===== src/rtl/lcd_pkg.sv =====
// Shared definitions for the LCD1602 bus arbiter: command bytes, FSM states and
// the helper that decides whether a write needs the long execution delay.
package lcd_pkg;

  localparam logic [7:0] CLEAR_DISPLAY      = 8'h01;
  localparam logic [7:0] RETURN_HOME        = 8'h02;
  localparam logic [7:0] ENTRY_MODE_INC     = 8'h06;
  localparam logic [7:0] DISPON_CURSOROFF   = 8'h0C;
  localparam logic [7:0] FUNCSET_8BIT_2LINE = 8'h38;
  localparam logic [7:0] SET_DDRAM_LINE2    = 8'hC0;

  typedef enum logic [2:0] {
    StIdle,
    StSetup,
    StPulse,
    StHold,
    StWait
  } lcd_state_e;

  // Clear/home style commands (0x01..0x03) take far longer to execute on the panel.
  function automatic logic is_long_cmd(input logic rs, input logic [7:0] data);
    return !rs && (data == 8'h01 || data == 8'h02 || data == 8'h03);
  endfunction

  function automatic int unsigned max_u(input int unsigned a, input int unsigned b);
    return (a > b) ? a : b;
  endfunction

endpackage


===== src/rtl/lcd_bus_timer.sv =====
// Loadable down-counter shared by all timed bus phases; done is high while the
// count sits at zero, so a phase loaded with N-1 lasts exactly N cycles.
module lcd_bus_timer #(
  parameter int unsigned Width = 8
) (
  input  logic             clk,
  input  logic             reset,
  input  logic             load,
  input  logic [Width-1:0] load_value,
  output logic             done
);

  logic [Width-1:0] count_q, count_d;

  always_comb begin
    count_d = count_q;
    if (load) begin
      count_d = load_value;
    end else if (count_q != '0) begin
      count_d = count_q - 1'b1;
    end
  end

  always_ff @(posedge clk) begin
    if (reset) begin
      count_q <= '0;
    end else begin
      count_q <= count_d;
    end
  end

  assign done = (count_q == '0);

endmodule


===== src/rtl/lcd_bus_arbiter.sv =====
// Round-robin arbiter sharing one HD44780 8-bit write bus between two beat streams,
// with burst locking and per-transaction setup/pulse/hold/execution timing.
module lcd_bus_arbiter
  import lcd_pkg::*;
#(
  parameter int unsigned SETUP_CYCLES     = 4,
  parameter int unsigned PULSE_CYCLES     = 25,
  parameter int unsigned HOLD_CYCLES      = 4,
  parameter int unsigned WAIT_CYCLES      = 2500,
  parameter int unsigned WAIT_LONG_CYCLES = 80000,
  parameter int unsigned DATA_BITS        = 8
) (
  input  logic                 clk,
  input  logic                 reset,
  input  logic                 s0_valid,
  output logic                 s0_ready,
  input  logic                 s0_rs,
  input  logic [DATA_BITS-1:0] s0_data,
  input  logic                 s0_last,
  input  logic                 s1_valid,
  output logic                 s1_ready,
  input  logic                 s1_rs,
  input  logic [DATA_BITS-1:0] s1_data,
  input  logic                 s1_last,
  output logic                 lcd_rs,
  output logic                 lcd_rw,
  output logic                 lcd_en,
  output logic [DATA_BITS-1:0] lcd_data,
  output logic                 busy,
  output logic [1:0]           grant
);

  localparam int unsigned MaxCycles = max_u(max_u(max_u(SETUP_CYCLES, PULSE_CYCLES),
                                                  max_u(HOLD_CYCLES, WAIT_CYCLES)),
                                            WAIT_LONG_CYCLES);
  localparam int unsigned TimerW = $clog2(MaxCycles) + 1;

  localparam logic [TimerW-1:0] LdSetup = TimerW'(SETUP_CYCLES - 1);
  localparam logic [TimerW-1:0] LdPulse = TimerW'(PULSE_CYCLES - 1);
  localparam logic [TimerW-1:0] LdHold  = TimerW'(HOLD_CYCLES - 1);
  localparam logic [TimerW-1:0] LdWait  = TimerW'(WAIT_CYCLES - 1);
  localparam logic [TimerW-1:0] LdLong  = TimerW'(WAIT_LONG_CYCLES - 1);

  lcd_state_e           state_q, state_d;
  logic                 lock_q, lock_d;
  logic                 owner_q, owner_d;
  logic                 rr_q, rr_d;
  logic                 last_q, last_d;
  logic                 lcd_rs_q, lcd_rs_d;
  logic                 lcd_en_q, lcd_en_d;
  logic [DATA_BITS-1:0] lcd_data_q, lcd_data_d;
  logic                 busy_q, busy_d;
  logic [1:0]           grant_q, grant_d;

  logic              win_valid;
  logic              win_sel;
  logic              tmr_load;
  logic [TimerW-1:0] tmr_value;
  logic              tmr_done;

  lcd_bus_timer #(
    .Width(TimerW)
  ) u_timer (
    .clk       (clk),
    .reset     (reset),
    .load      (tmr_load),
    .load_value(tmr_value),
    .done      (tmr_done)
  );

  // A locked burst owner is the only candidate, even while its valid is low.
  always_comb begin
    win_sel   = rr_q;
    win_valid = 1'b0;
    if (lock_q) begin
      win_sel   = owner_q;
      win_valid = owner_q ? s1_valid : s0_valid;
    end else if (s0_valid && s1_valid) begin
      win_sel   = rr_q;
      win_valid = 1'b1;
    end else if (s0_valid) begin
      win_sel   = 1'b0;
      win_valid = 1'b1;
    end else if (s1_valid) begin
      win_sel   = 1'b1;
      win_valid = 1'b1;
    end
  end

  assign s0_ready = (state_q == StIdle) && win_valid && !win_sel;
  assign s1_ready = (state_q == StIdle) && win_valid && win_sel;

  always_comb begin
    state_d    = state_q;
    lock_d     = lock_q;
    owner_d    = owner_q;
    rr_d       = rr_q;
    last_d     = last_q;
    lcd_rs_d   = lcd_rs_q;
    lcd_en_d   = lcd_en_q;
    lcd_data_d = lcd_data_q;
    busy_d     = busy_q;
    grant_d    = grant_q;
    tmr_load   = 1'b0;
    tmr_value  = '0;

    unique case (state_q)
      StIdle: begin
        if (win_valid) begin
          state_d    = StSetup;
          owner_d    = win_sel;
          lcd_rs_d   = win_sel ? s1_rs : s0_rs;
          lcd_data_d = win_sel ? s1_data : s0_data;
          last_d     = win_sel ? s1_last : s0_last;
          grant_d    = win_sel ? 2'b10 : 2'b01;
          busy_d     = 1'b1;
          if (!(win_sel ? s1_last : s0_last)) begin
            lock_d = 1'b1;
          end
          tmr_load  = 1'b1;
          tmr_value = LdSetup;
        end
      end
      StSetup: begin
        if (tmr_done) begin
          state_d   = StPulse;
          lcd_en_d  = 1'b1;
          tmr_load  = 1'b1;
          tmr_value = LdPulse;
        end
      end
      StPulse: begin
        if (tmr_done) begin
          state_d   = StHold;
          lcd_en_d  = 1'b0;
          tmr_load  = 1'b1;
          tmr_value = LdHold;
        end
      end
      StHold: begin
        if (tmr_done) begin
          state_d   = StWait;
          tmr_load  = 1'b1;
          tmr_value = is_long_cmd(lcd_rs_q, lcd_data_q[7:0]) ? LdLong : LdWait;
        end
      end
      StWait: begin
        if (tmr_done) begin
          state_d = StIdle;
          busy_d  = 1'b0;
          // Mid-burst beats keep the lock and grant so the owner resumes uninterrupted.
          if (last_q) begin
            lock_d  = 1'b0;
            grant_d = 2'b00;
            rr_d    = ~owner_q;
          end
        end
      end
      default: begin
        state_d = StIdle;
      end
    endcase
  end

  always_ff @(posedge clk) begin
    if (reset) begin
      state_q    <= StIdle;
      lock_q     <= 1'b0;
      owner_q    <= 1'b0;
      rr_q       <= 1'b0;
      last_q     <= 1'b0;
      lcd_rs_q   <= 1'b0;
      lcd_en_q   <= 1'b0;
      lcd_data_q <= '0;
      busy_q     <= 1'b0;
      grant_q    <= 2'b00;
    end else begin
      state_q    <= state_d;
      lock_q     <= lock_d;
      owner_q    <= owner_d;
      rr_q       <= rr_d;
      last_q     <= last_d;
      lcd_rs_q   <= lcd_rs_d;
      lcd_en_q   <= lcd_en_d;
      lcd_data_q <= lcd_data_d;
      busy_q     <= busy_d;
      grant_q    <= grant_d;
    end
  end

  assign lcd_rs   = lcd_rs_q;
  assign lcd_rw   = 1'b0;
  assign lcd_en   = lcd_en_q;
  assign lcd_data = lcd_data_q;
  assign busy     = busy_q;
  assign grant    = grant_q;

endmodule

===== config.mk =====
export PLATFORM = sky130hd
export DESIGN_NAME = lcd_bus_arbiter
export DESIGN_NICKNAME = d
export VERILOG_FILES = /design/src/rtl/lcd_pkg.sv /design/src/rtl/lcd_bus_timer.sv /design/src/rtl/lcd_bus_arbiter.sv
export SDC_FILE = /design/constraint.sdc
export NUM_CORES = 1
export LEC_CHECK = 0
export ABC_AREA = 1
export CORE_MARGIN = 4
export CORE_UTILIZATION = 35
export CTS_BUF_LIST = sky130_fd_sc_hd__clkbuf_8
export CTS_CLUSTER_DIAMETER = 60
export DETAILED_ROUTE_END_ITERATION = 10
export PLACE_DENSITY = 0.58
export SYNTH_ARGS = -nofsm -noshare
export SYNTH_HDL_FRONTEND = slang
export SYNTH_SLANG_ARGS = --single-unit

===== constraint.sdc =====
create_clock -name clk -period 2 [get_ports clk]
set_input_delay 0.4 -clock clk [delete_from_list [all_inputs] [get_ports clk]]
set_output_delay 0.4 -clock clk [all_outputs]
set_load 0.01 [all_outputs]

==> run_results.csv <==
group,metric,value,unit
outcome,status,"complete, no violations",
grt,grt_pass1_wl,9160,um
clock_tree,clk_path_buf_depth,2,
sta,setup_viol_count_final,0,
sta,fin_crit_sh,96.6,%
die,core,0.00564,mm^2
placed_design,dpl.hpwl,4320,um
final_layout,areaGrowthSynthToFinish,30.7,%
clock_tree,cts_hold_buf,0,
power_and_ir_drop,clockPowerShare,10.9,%
final_layout,final_nets,391,
clock_tree,clkLatencyLatePin,0.29,ns
yosys,synth-seq-cells,38,
power_and_ir_drop,total_power,4.95,mW
critical_path,critPathLaunchType,"input pin",
final_layout,final_cell_mix,"nand2_1 (91), nor2_1 (43), dfxtp_1 (38)",
sta,hold_violations,0,
power_and_ir_drop,powerDensity,1810,mW/mm^2
yosys,synth_xor_area_share,4.18,%
sta,fin_skew,0.00752,ns
yosys,synthAdderAreaFrac,0.598,%
final_layout,final_area,0.00274,mm^2
min_path,hold_class,"flip-flop to flip-flop",
yosys,avgSynthCellArea,6.67,um^2
power_and_ir_drop,internal-power,2.56,mW
sta,fin_crit,1.93,ns
final_layout,antenna_cells,0,
critical_path,cp.required,1.60,ns
critical_path,critPathKind,"input pin to primary output",
die,ios,40,
grt,antenna_found_initial,0,
clock_tree,cts_tree,"built",
clock_tree,htree_levels,2,
grt,grtUsageMet1,20.2,%
placed_design,routabilityCongestion,0.845,
route,wl_per_cell,12.6,um
yosys,yosys_warnings,0,
route,dr.first_iter.drc_count,123,
final_layout,drive_gt1_share,12.8,%
placed_design,placed_cells,431,
yosys,synthArstFlopShare,0,%
placed_design,io_buffers,38,
power_and_ir_drop,p_sw_share,48.2,%
power_and_ir_drop,leakagePower,1.25,nW
route,drt-vias-per-instance,4.73,
power_and_ir_drop,pwr-share-seq,25.7,%
min_path,holdPathStages,2,
route,final_antenna_net_count,0,
critical_path,reg2reg_depth,10,
yosys,synth_top_area_share,36.3,%
yosys,yosysTopAreaCell,"dfxtp_1",
critical_path,cp.arrival,1.53,ns
yosys,synth_edf_count,0,
yosys,ys.flop_type,"dfxtp_1",
grt,met3_usage,4.17,%
yosys,synth_area,0.00209,mm^2
clock_tree,cts_buffers,5,
final_layout,layout_commonest_cell,"nand2_1",
clock_tree,clk_pin_slew_worst_paths,0.07,ns
clock_tree,clock-sinks,38,
clock_tree,root_buffer,"clkbuf_8",
die,die_h,85.3,um
yosys,synthMuxAreaShare,0,%
power_and_ir_drop,ir_drop,0.000809,V
yosys,synth_area_leaders,"dfxtp_1 (36%), nand2_1 (16%), nor2_1 (7.9%)",
sta,slew_violations,0,
route,dr.pass1.iters,4,
grt,grt_max_degree,13,
yosys,synth_top_family_by_area,"simple AND/OR/NAND/NOR gates",
route,drc,0,
sta,whs,0.476,ns
sta,fmax,518,MHz
yosys,yosysSeqAreaShare,36.3,%
route,vias,2077,
grt,busiest_layer,"met2",
die,floorplan.rows,27,
yosys,yosys.area_share.simple,38.0,%
die,die_w,85.3,um
grt,grt_pass1_vias,1986,
yosys,netlist_instances,314,
power_and_ir_drop,p_comb_share,63.5,%
power_and_ir_drop,p_sw,2.38,mW
grt,grt_use_met2,25.6,%
placed_design,place_area,0.00263,mm^2
route,wl,5530,um
grt,grt.total_usage,15.8,%
grt,grt_overflow,0,
critical_path,path_max_fanout,3,
yosys,synth-compound-area-share,11.8,%
yosys,syn_nets,339,
job,maxCapViolations,0,
final_layout,layout.cells.non_filler,439,
critical_path,critPathCaptureType,"primary output",
die,start_util,37.1,%
die,die_area,0.00728,mm^2
yosys,ys_types,35,
kinds of logic (layout without fill, tap and decap cells):
family          count (synthesis)  count (layout)
flops                          38              38
other cells                     1               1
buf+inv                        44              97
fa+ha+maj                       1               1
compound gates                 43              43
simple gates                  177             177
xor+xnor                       10              10
flip-flops by register name, indices dropped and copies added, names as in the netlist, 2 cells and up:
register,cells
u_timer.count_q,18
lcd_data,8
grant,2
state_q,3
synthesized netlist by cell type, drive strengths merged, types with 2 or more instances:
library cell,instances
buf,5
nand2,98
xnor2,3
o21ai,7
nor3,6
or2,3
nor2,50
xor2,7
nand3,13
nand3b,2
dfxtp,38
a31oi,10
a21oi,22
inv,35
nand4,4
clkbuf,3
power groups by stage:
stage               registers (mW)  clock network (mW)  logic, mW
floorplan                     1.26                   0       2.23
global placement              1.28                   0       3.07
detailed placement            1.29                   0       3.08
CTS                           1.27               0.563       3.12
global route                  1.32               0.586       3.52
finish                        1.27               0.537       3.14
critical path, cell delays in order:
cell             delay (ns)
clkdlybuf4s50_1        0.47
inv_1                  0.06
nand2_1                0.05
nand2_1                0.06
nand2_2                0.11
nand2_1                0.09
nor2_2                 0.13
buf_2                  0.16
per-stage QoR:
step	setup slack [ns]	utilization, %	setup TNS (ns)
final	0.0684	48.5	0
after global routing	-0.00265	48.5	-0.00265
after CTS	-0.0445	48.3	-0.0445
after detailed placement	-0.544	46.6	-6.83
after global placement	-0.472	46.6	-5.93
after floorplan	0.434	-	0
timing repair:
action	CTS	global route
gates resized for setup	10	4
pin swaps	0	2
setup endpoints to repair	16	6
buffers inserted	0	0
layout make-up:
type,instances,area [um^2]
fill,581,2910
timing repair buffer,53,483
tap,72,90.1
multi-input combinational,232,1170
inverter,36,135
clock inverter,2,8.76
clock buffer,6,82.6
sequential,38,761
layer usage:
metal  wire, um  vias up
met3        258        9
met2       2530       38
li1           -     1101
met4        109        0
met5          0        -
met1       2630      929
final timing paths:
| path | start | to | slack [ns] |
|---|---|---|---|
| setup / recovery | s0_valid | s0_ready | 0.07 |
| hold / removal | lcd_en | lcd_en | 0.48 |
| setup reg to reg | u_timer.count_q[0] | u_timer.count_q[4] | 0.17 |
| hold reg to reg | lcd_en | lcd_en | 0.48 |
No activity file was read; power rests on OpenSTA's default activity.
